$ cat src/rtl/tlc_pkg.sv
// Shared phase encoding and lamp codes for the traffic-light controller and its phase scheduler.
package tlc_pkg;

  typedef enum logic [2:0] {
    PH_A_GREEN = 3'd0,
    PH_A_AMBER = 3'd1,
    PH_B_GREEN = 3'd2,
    PH_B_AMBER = 3'd3,
    PH_FAULT   = 3'd4
  } phase_e;

  localparam logic [6:0] LAMP_A_GREEN = 7'b0001100;
  localparam logic [6:0] LAMP_A_AMBER = 7'b1001010;
  localparam logic [6:0] LAMP_B_GREEN = 7'b0100001;
  localparam logic [6:0] LAMP_B_AMBER = 7'b1010001;

  function automatic logic is_amber(input phase_e p);
    return (p == PH_A_AMBER) || (p == PH_B_AMBER);
  endfunction

endpackage

$ cat src/rtl/tlc_lamp_decode.sv
// Combinational exact-match decode of the 7-bit lamp feedback into a phase; any unknown code is FAULT.
module tlc_lamp_decode
  import tlc_pkg::*;
(
  input  logic [6:0] lamp_code,
  output phase_e     phase
);

  always_comb begin
    case (lamp_code)
      LAMP_A_GREEN: phase = PH_A_GREEN;
      LAMP_A_AMBER: phase = PH_A_AMBER;
      LAMP_B_GREEN: phase = PH_B_GREEN;
      LAMP_B_AMBER: phase = PH_B_AMBER;
      default:      phase = PH_FAULT;
    endcase
  end

endmodule

$ cat src/rtl/tlc_phase_scheduler.sv
// Tracks the controller's current phase from lamp feedback, times amber and gates road-B requests.
// Optional build macro TLC_MAX_GREEN_EN caps road-B green at MAX_GREEN_CYCLES.
module tlc_phase_scheduler
  import tlc_pkg::*;
#(
  parameter int AMBER_CYCLES     = 4,
  parameter int MIN_GREEN_CYCLES = 8,
  parameter int MAX_GREEN_CYCLES = 32,
  parameter int CNT_W            = 8
) (
  input  logic       clk,
  input  logic       rst,
  input  logic [6:0] lamp_code,
  input  logic       sensor_b,
  input  logic       ped_req,
  output logic       timer_done,
  output logic       traffic_b,
  output logic [2:0] phase,
  output logic       fault
);

  localparam logic [CNT_W-1:0] AMBER_LAST = CNT_W'(AMBER_CYCLES - 1);
  localparam logic [CNT_W-1:0] MIN_LAST   = CNT_W'(MIN_GREEN_CYCLES - 1);
  localparam logic [CNT_W-1:0] CNT_MAX    = {CNT_W{1'b1}};

  phase_e           dec_phase;
  phase_e           phase_d, phase_q;
  logic [CNT_W-1:0] cnt_d, cnt_q;
  logic             req_latch_d, req_latch_q;

  tlc_lamp_decode u_decode (
    .lamp_code (lamp_code),
    .phase     (dec_phase)
  );

  // cnt counts cycles spent in the registered phase; it restarts on the same edge the phase changes.
  always_comb begin
    phase_d     = dec_phase;
    cnt_d       = cnt_q;
    req_latch_d = req_latch_q;
    if (dec_phase != phase_q) begin
      cnt_d = '0;
    end else if (cnt_q != CNT_MAX) begin
      cnt_d = cnt_q + 1'b1;
    end
    if (phase_q == PH_B_GREEN) begin
      req_latch_d = 1'b0;
    end else begin
      req_latch_d = req_latch_q | sensor_b | ped_req;
    end
  end

  always_ff @(posedge clk) begin
    if (rst) begin
      phase_q     <= PH_A_GREEN;
      cnt_q       <= '0;
      req_latch_q <= 1'b0;
    end else begin
      phase_q     <= phase_d;
      cnt_q       <= cnt_d;
      req_latch_q <= req_latch_d;
    end
  end

`ifdef TLC_MAX_GREEN_EN
  localparam logic [CNT_W-1:0] MAX_LAST = CNT_W'(MAX_GREEN_CYCLES - 1);
  logic max_green_hit;
  assign max_green_hit = (cnt_q >= MAX_LAST);
`else
  logic max_green_hit;
  logic unused_max_green;
  assign max_green_hit    = 1'b0;
  assign unused_max_green = ^MAX_GREEN_CYCLES;
`endif

  // Outputs see only registered state plus the live road-B sensor, never lamp_code directly.
  always_comb begin
    timer_done = 1'b0;
    traffic_b  = 1'b0;
    case (phase_q)
      PH_A_GREEN: traffic_b = req_latch_q && (cnt_q >= MIN_LAST);
      PH_A_AMBER: traffic_b = 1'b1;
      PH_B_GREEN: traffic_b = ((cnt_q < MIN_LAST) || sensor_b) && !max_green_hit;
      default:    traffic_b = 1'b0;
    endcase
    if (is_amber(phase_q) && (cnt_q >= AMBER_LAST)) begin
      timer_done = 1'b1;
    end
  end

  assign phase = phase_q;
  assign fault = (phase_q == PH_FAULT);

endmodule

$ cat config.mk
export PLATFORM = sky130hd
export DESIGN_NAME = tlc_phase_scheduler
export DESIGN_NICKNAME = d
export VERILOG_FILES = /design/src/rtl/tlc_pkg.sv /design/src/rtl/tlc_lamp_decode.sv /design/src/rtl/tlc_phase_scheduler.sv
export SDC_FILE = /design/constraint.sdc
export NUM_CORES = 1
export LEC_CHECK = 0
export CORE_AREA = 2 2 51 53
export CTS_CLUSTER_DIAMETER = 80
export DETAILED_ROUTE_END_ITERATION = 10
export DIE_AREA = 0 0 53 55
export GPL_TIMING_DRIVEN = 0
export PLACE_DENSITY_LB_ADDON = 0.12
export SLEW_MARGIN = 20
export SYNTH_ARGS = -nofsm -noshare
export SYNTH_HDL_FRONTEND = slang
export SYNTH_SLANG_ARGS = --single-unit
export TNS_END_PERCENT = 10
$ cat constraint.sdc
create_clock -name clk -period 2.2 [get_ports clk]
set_input_delay 0.44 -clock clk [delete_from_list [all_inputs] [get_ports clk]]
set_output_delay 0.44 -clock clk [all_outputs]
set_load 0.02 [all_outputs]
* After elaboration in Yosys (flattened, before gate mapping) *
Cells that the tools add are included.

storage, ports and cells
  flip-flop bits (word level) = 12
  input port bits = 11
  output and inout port bits = 6
  word-level logic and storage cells = 29

operators by class
  $add $sub $neg = 1
  magnitude comparators = 3
  equal/unequal tests = 10
  muxes and demuxes = 3
  bitwise gates (word level) = 2
  reduce and logical (&&, ||, !) cells = 7

operator list
  cell                                                                          count
  7-bit == test, second input constant                                          2
  3-bit one-hot mux with 4 select lines                                         1
  8-bit by 1-bit adder with 8-bit output, second input constant                 1
  8-bit by 2-bit >= comparator with 1-bit output, second input constant         1
  8-bit by 3-bit >= comparator with 1-bit output, second input constant         1
  8-bit by 3-bit less-than comparator with 1-bit output, second input constant  1
  8-bit != test, second input constant                                          1
  7-bit by 4-bit == test with 1-bit output, second input constant               1
  7-bit by 6-bit == test with 1-bit output, second input constant               1
  3-bit by 2-bit == test with 1-bit output, second input constant               2
  2-bit OR reduction                                                            2
  3-bit by 1-bit == test with 1-bit output, second input constant               1
  3-bit == test, second input constant                                          1
  3-bit logical NOT                                                             1
  3-bit != test                                                                 1
  1-bit one-hot mux with 3 select lines                                         1
  1-bit logical AND                                                             2
  1-bit logical OR                                                              2
  1-bit bitwise OR                                                              2
  1-bit 2-to-1 mux                                                              1

* Longest topological paths before layout *
  depth in word-level cells = 4
  mapped depth = 6
  gate-level depth less buffers = 6

* By module *
A second synthesis with hierarchy kept.

unflattened totals
  cell total of the unflattened synthesis = 85
  area, all modules = 716.9 sq um

modules (own cells, without submodules)
  module               times used  cells each  area an instance (sq um)
  tlc_phase_scheduler  1           72          616.8
  tlc_lamp_decode      1           13          100.1

* Least setup slack after synthesis *
No wires, ideal clock.

  path type = register -> output
  from = register cnt_q[3]
  to = output traffic_b
  arrival = 1709 ps
  setup slack = 51 ps
  cell stages (with the launch flop) = 6
  path buffers = 0
  cell sequence = dfxtp_1 -> or4_1 -> nor2_1 -> a21oi_1 -> o21a_1 -> nor3_1

between the ends
  cells in the longest elaborated chain, start to end = 3
  elaborated cells between the ends (all ways) = 5
  classes of those cells = order compare (2); mux (1); reduce/logical (2)

ends and longest elaborated chain
  element                                                                                                                         line                                                  text
  start: declaration                                                                                                              tlc_phase_scheduler.sv:28                             logic [CNT_W-1:0] cnt_d, cnt_q;
  start signal: assignment                                                                                                        tlc_phase_scheduler.sv:60                             cnt_q <= cnt_d;
  8-bit by 3-bit less-than comparator with 1-bit output / 8-bit by 3-bit >= comparator with 1-bit output (equally long branches)  tlc_phase_scheduler.sv:83, tlc_phase_scheduler.sv:81
  1-bit logical OR / 1-bit logical AND (equally long branches)                                                                    tlc_phase_scheduler.sv:83, tlc_phase_scheduler.sv:81
  1-bit one-hot mux with 3 select lines (*)                                                                                       tlc_phase_scheduler.sv:80                             case (phase_q)
  end: declaration                                                                                                                tlc_phase_scheduler.sv:17                             output logic traffic_b,

Every way passes the cells marked *; elsewhere a longest branch is shown, timed or not.

* Worst setup path in the final report *
  from = register cnt_q[6]
  to = output traffic_b

Same word-level chain as after synthesis.

==> metrics.md <==
| Metric | Value |
|---|---|
| PnR worst setup slack | -30.9 ps |
| Slew Viols, Final | 0 |
| Critical path class | register to output port |
| IO Port Bufs | 16 |
| Reg2reg start | cnt_q[0] |
| CTS H-tree depth | 1 |
| Area grow syn2layout | 39.4% |
| Share of the yosys chip area belonging to registers | 35.0% |
| Hold path startpoint | cnt_q[4] |
| IO Count | 17 |
| Pwr dens | roughly 440 nW/um2 |
| Clk buf depth | 2 |
| DRT Pass-1 Iters | 2 |
| Row count | 18 |
| Root buffer cell | clkbuf_4 |
| Total power | between 400 and 500 uW |
| Hold Fails Final Rpt | 0 |
| Top cell type's share of synthesized area | 35.0% |
| Failing checks | negative setup slack |
| Max-cap viol count | 0 |
| Routed via count | 646 |
| Initial Util | 29.0% |
| Fin crit share | 101% |
| Core area | around 2400 um2 |
| Most frequent cells in the layout | nor2_1 (13), clkdlybuf4s50_1 (13), dfxtp_1 (8) |
| Slew @ Worst Pin | around 300 ps |
| Wire per inst | approximately 11 um |
| Syn_area_per_cell | between 8 and 9 um2 |
| CP Launch Point | cnt_q[6] |
| Die height | roughly 55 um |
| Yosys reg bits | 12 |
| Final design utilization | between 40 and 50% |
| Mapped cell area | around 700 um2 |
| Nets | 114 |
| Setup violators final | 1 |
| GR Overflow Total | 0 |
| Number of synthesized flops with an enable pin | 0 |
| Critical-path cell list | or4_4 -> nor2_4 -> a21oi_1 -> o21a_1 -> nor3_2 -> buf_4 |
| Critical path arrival | between 1500 and 2000 ps |
| Antenna cells | 0 |
| DIE WIDTH | between 50 and 60 um |
| Synth cell types | 31 |
| Largest net degree at the start of global routing | 9 |
| Post-route ant nets | 0 |
| Largest cells by area after synthesis | dfxtp_1 (35%), nor2_1 (7.7%), and4bb_1 (5.5%) |
| Reg area | 248 um2 |
| Final Skew | between 6 and 7 ps |
| Die area | between 2000 and 3000 um2 |
| CTS clk-pin slew, worst paths | 70 ps |
| RSZ-0062 raised after global routing | true |
| Synth Net Count | 90 |
| DR vias/cell | 4.97 |
| Status | complete, but fails checks |
| Clk_lat worst skew | about 270 ps |
| Startpoint Class | register |
| Multi-input gate area | 470 um2 |
| Fraction of layout cells with a size suffix above 1 | about a quarter |
| WHS | roughly 530 ps |
| Crit-path max cell delay | approximately 540 ps |
| Crit path time final | between 2000 and 2500 ps |
| GRT Util Overall | around 11% |
| Placed cell area | roughly 880 um2 |
| Capturing element type of the critical path | output port |
| Syn Inst Count | 78 |
| First-pass GRT wire length | 2370 um |
| FILL cells | about 260 |
| Critical Path RT | 1760 ps |
| Number of global-route vias before repair | roughly 560 |
| Num CTS Buffers | 3 |
| Max VDD drop | ~0.17 mV |
| Rel. slew slack | about four fifths |
| First DRT Iteration DRCs | 5 |
| Worst min path class | register to register |
| Warnings, synthesis | 0 |
| Global placement routability congestion | roughly 0.63 |
| WL final | around 1500 um |
| Final Cell Area | between 900 and 1000 um2 |
| Final routed DRC violation total | 0 |
| Dominant synthesized flop cell | dfxtp_1 |
| Hpwl dp | 1140 um |
| Clock Sinks | 12 |
| Max Clock Freq | ~450 MHz |
| Slowest stage cell, crit path | or4_4 |
| Critical path peak fanout | 4 |
| CTS tree | built |
| Leakage | 0.000365 uW |
| Antenna violations before repair | 0 |
| Leading area contributor after synthesis | dfxtp_1 |
| Fraction of registers with async set/reset | 0% |
==> power breakdown <==
| group | internal [uW] | switching [uW] |
|---|---|---|
| clock network | 63.4 | 72.9 |
| logic | 33.5 | 23.6 |
| registers | 221 | 4.78 |
==> routing by layer <==
layer	vias to the layer above	global-route usage, %	wire length [um]
li1	333	-	-
met1	298	14.4	701
met2	11	17.3	687
met3	4	2.42	49
met4	0	7.69	43
met5	-	0	0
==> layout make-up <==
cell class              count  area share (%)
repair buffers             19            18.6
multi-input cells          66            49.2
well taps                  30            3.93
clock buffers               3            2.36
flip-flops and latches     12            25.9
==> timing repair <==
| item | 4_1_cts | 5_1_grt |
|---|---|---|
| cloned | 0 | 0 |
| hold buffers | 0 | 0 |
| resized for setup | 8 | 13 |
| pin swaps | 0 | 6 |
| setup endpoints to repair | 3 | 3 |
| buffers inserted | 0 | 3 |
==> state kept, by name, summed over array words and instances (netlist names) <==
name and cells:
phase 3, req_latch_q 1, cnt_q 8
==> cells by family after synthesis <==
logic type / synth area share [%]
AO/OA/AOI/OAI: 13.7
adder cells (fa/ha/maj): 1.82
XOR/XNOR: 5.11
AND/OR/NAND/NOR: 42.9
multiplexers: 1.46
flip-flops: 35.0
==> path summary, 6_finish.rpt <==
check | end | slack, ps | cells past startpoint
max | traffic_b | -30 | 6
min | cnt_q[4] | 530 | 2
max reg2reg | cnt_q[3] | 500 | 6
min reg2reg | cnt_q[4] | 530 | 2
==> Yosys cell counts, drive strengths merged (2+ instances only) <==
cell	instances
a211oi	3
a21oi	4
and4bb	4
dfxtp	12
nand2	4
nand2b	3
nand3	3
nand3b	2
nand4	2
nor2	14
nor2b	4
nor3	5
o21ai	3
xnor2	2
xor2	2
==> critical path: cells and delay by family (launching register included) <==
kind	cells	cell delay (ps)
AND/OR/NAND/NOR	3	780
AO/OA/AOI/OAI	2	240
flip-flops	1	330
buffers and inverters	1	160
==> stage by stage <==
stage          TNS (ps)  worst slack (ps)  instances
5_1_grt            -117              -117        130
3_5_place_dp      -2200              -375        124
3_3_place_gp      -2130              -360        124
4_1_cts            -179              -179        127
2_1_floorplan         0              50.6         78
6_report          -30.9             -30.9        130
Note: power is estimated with default switching activity, not from simulation.
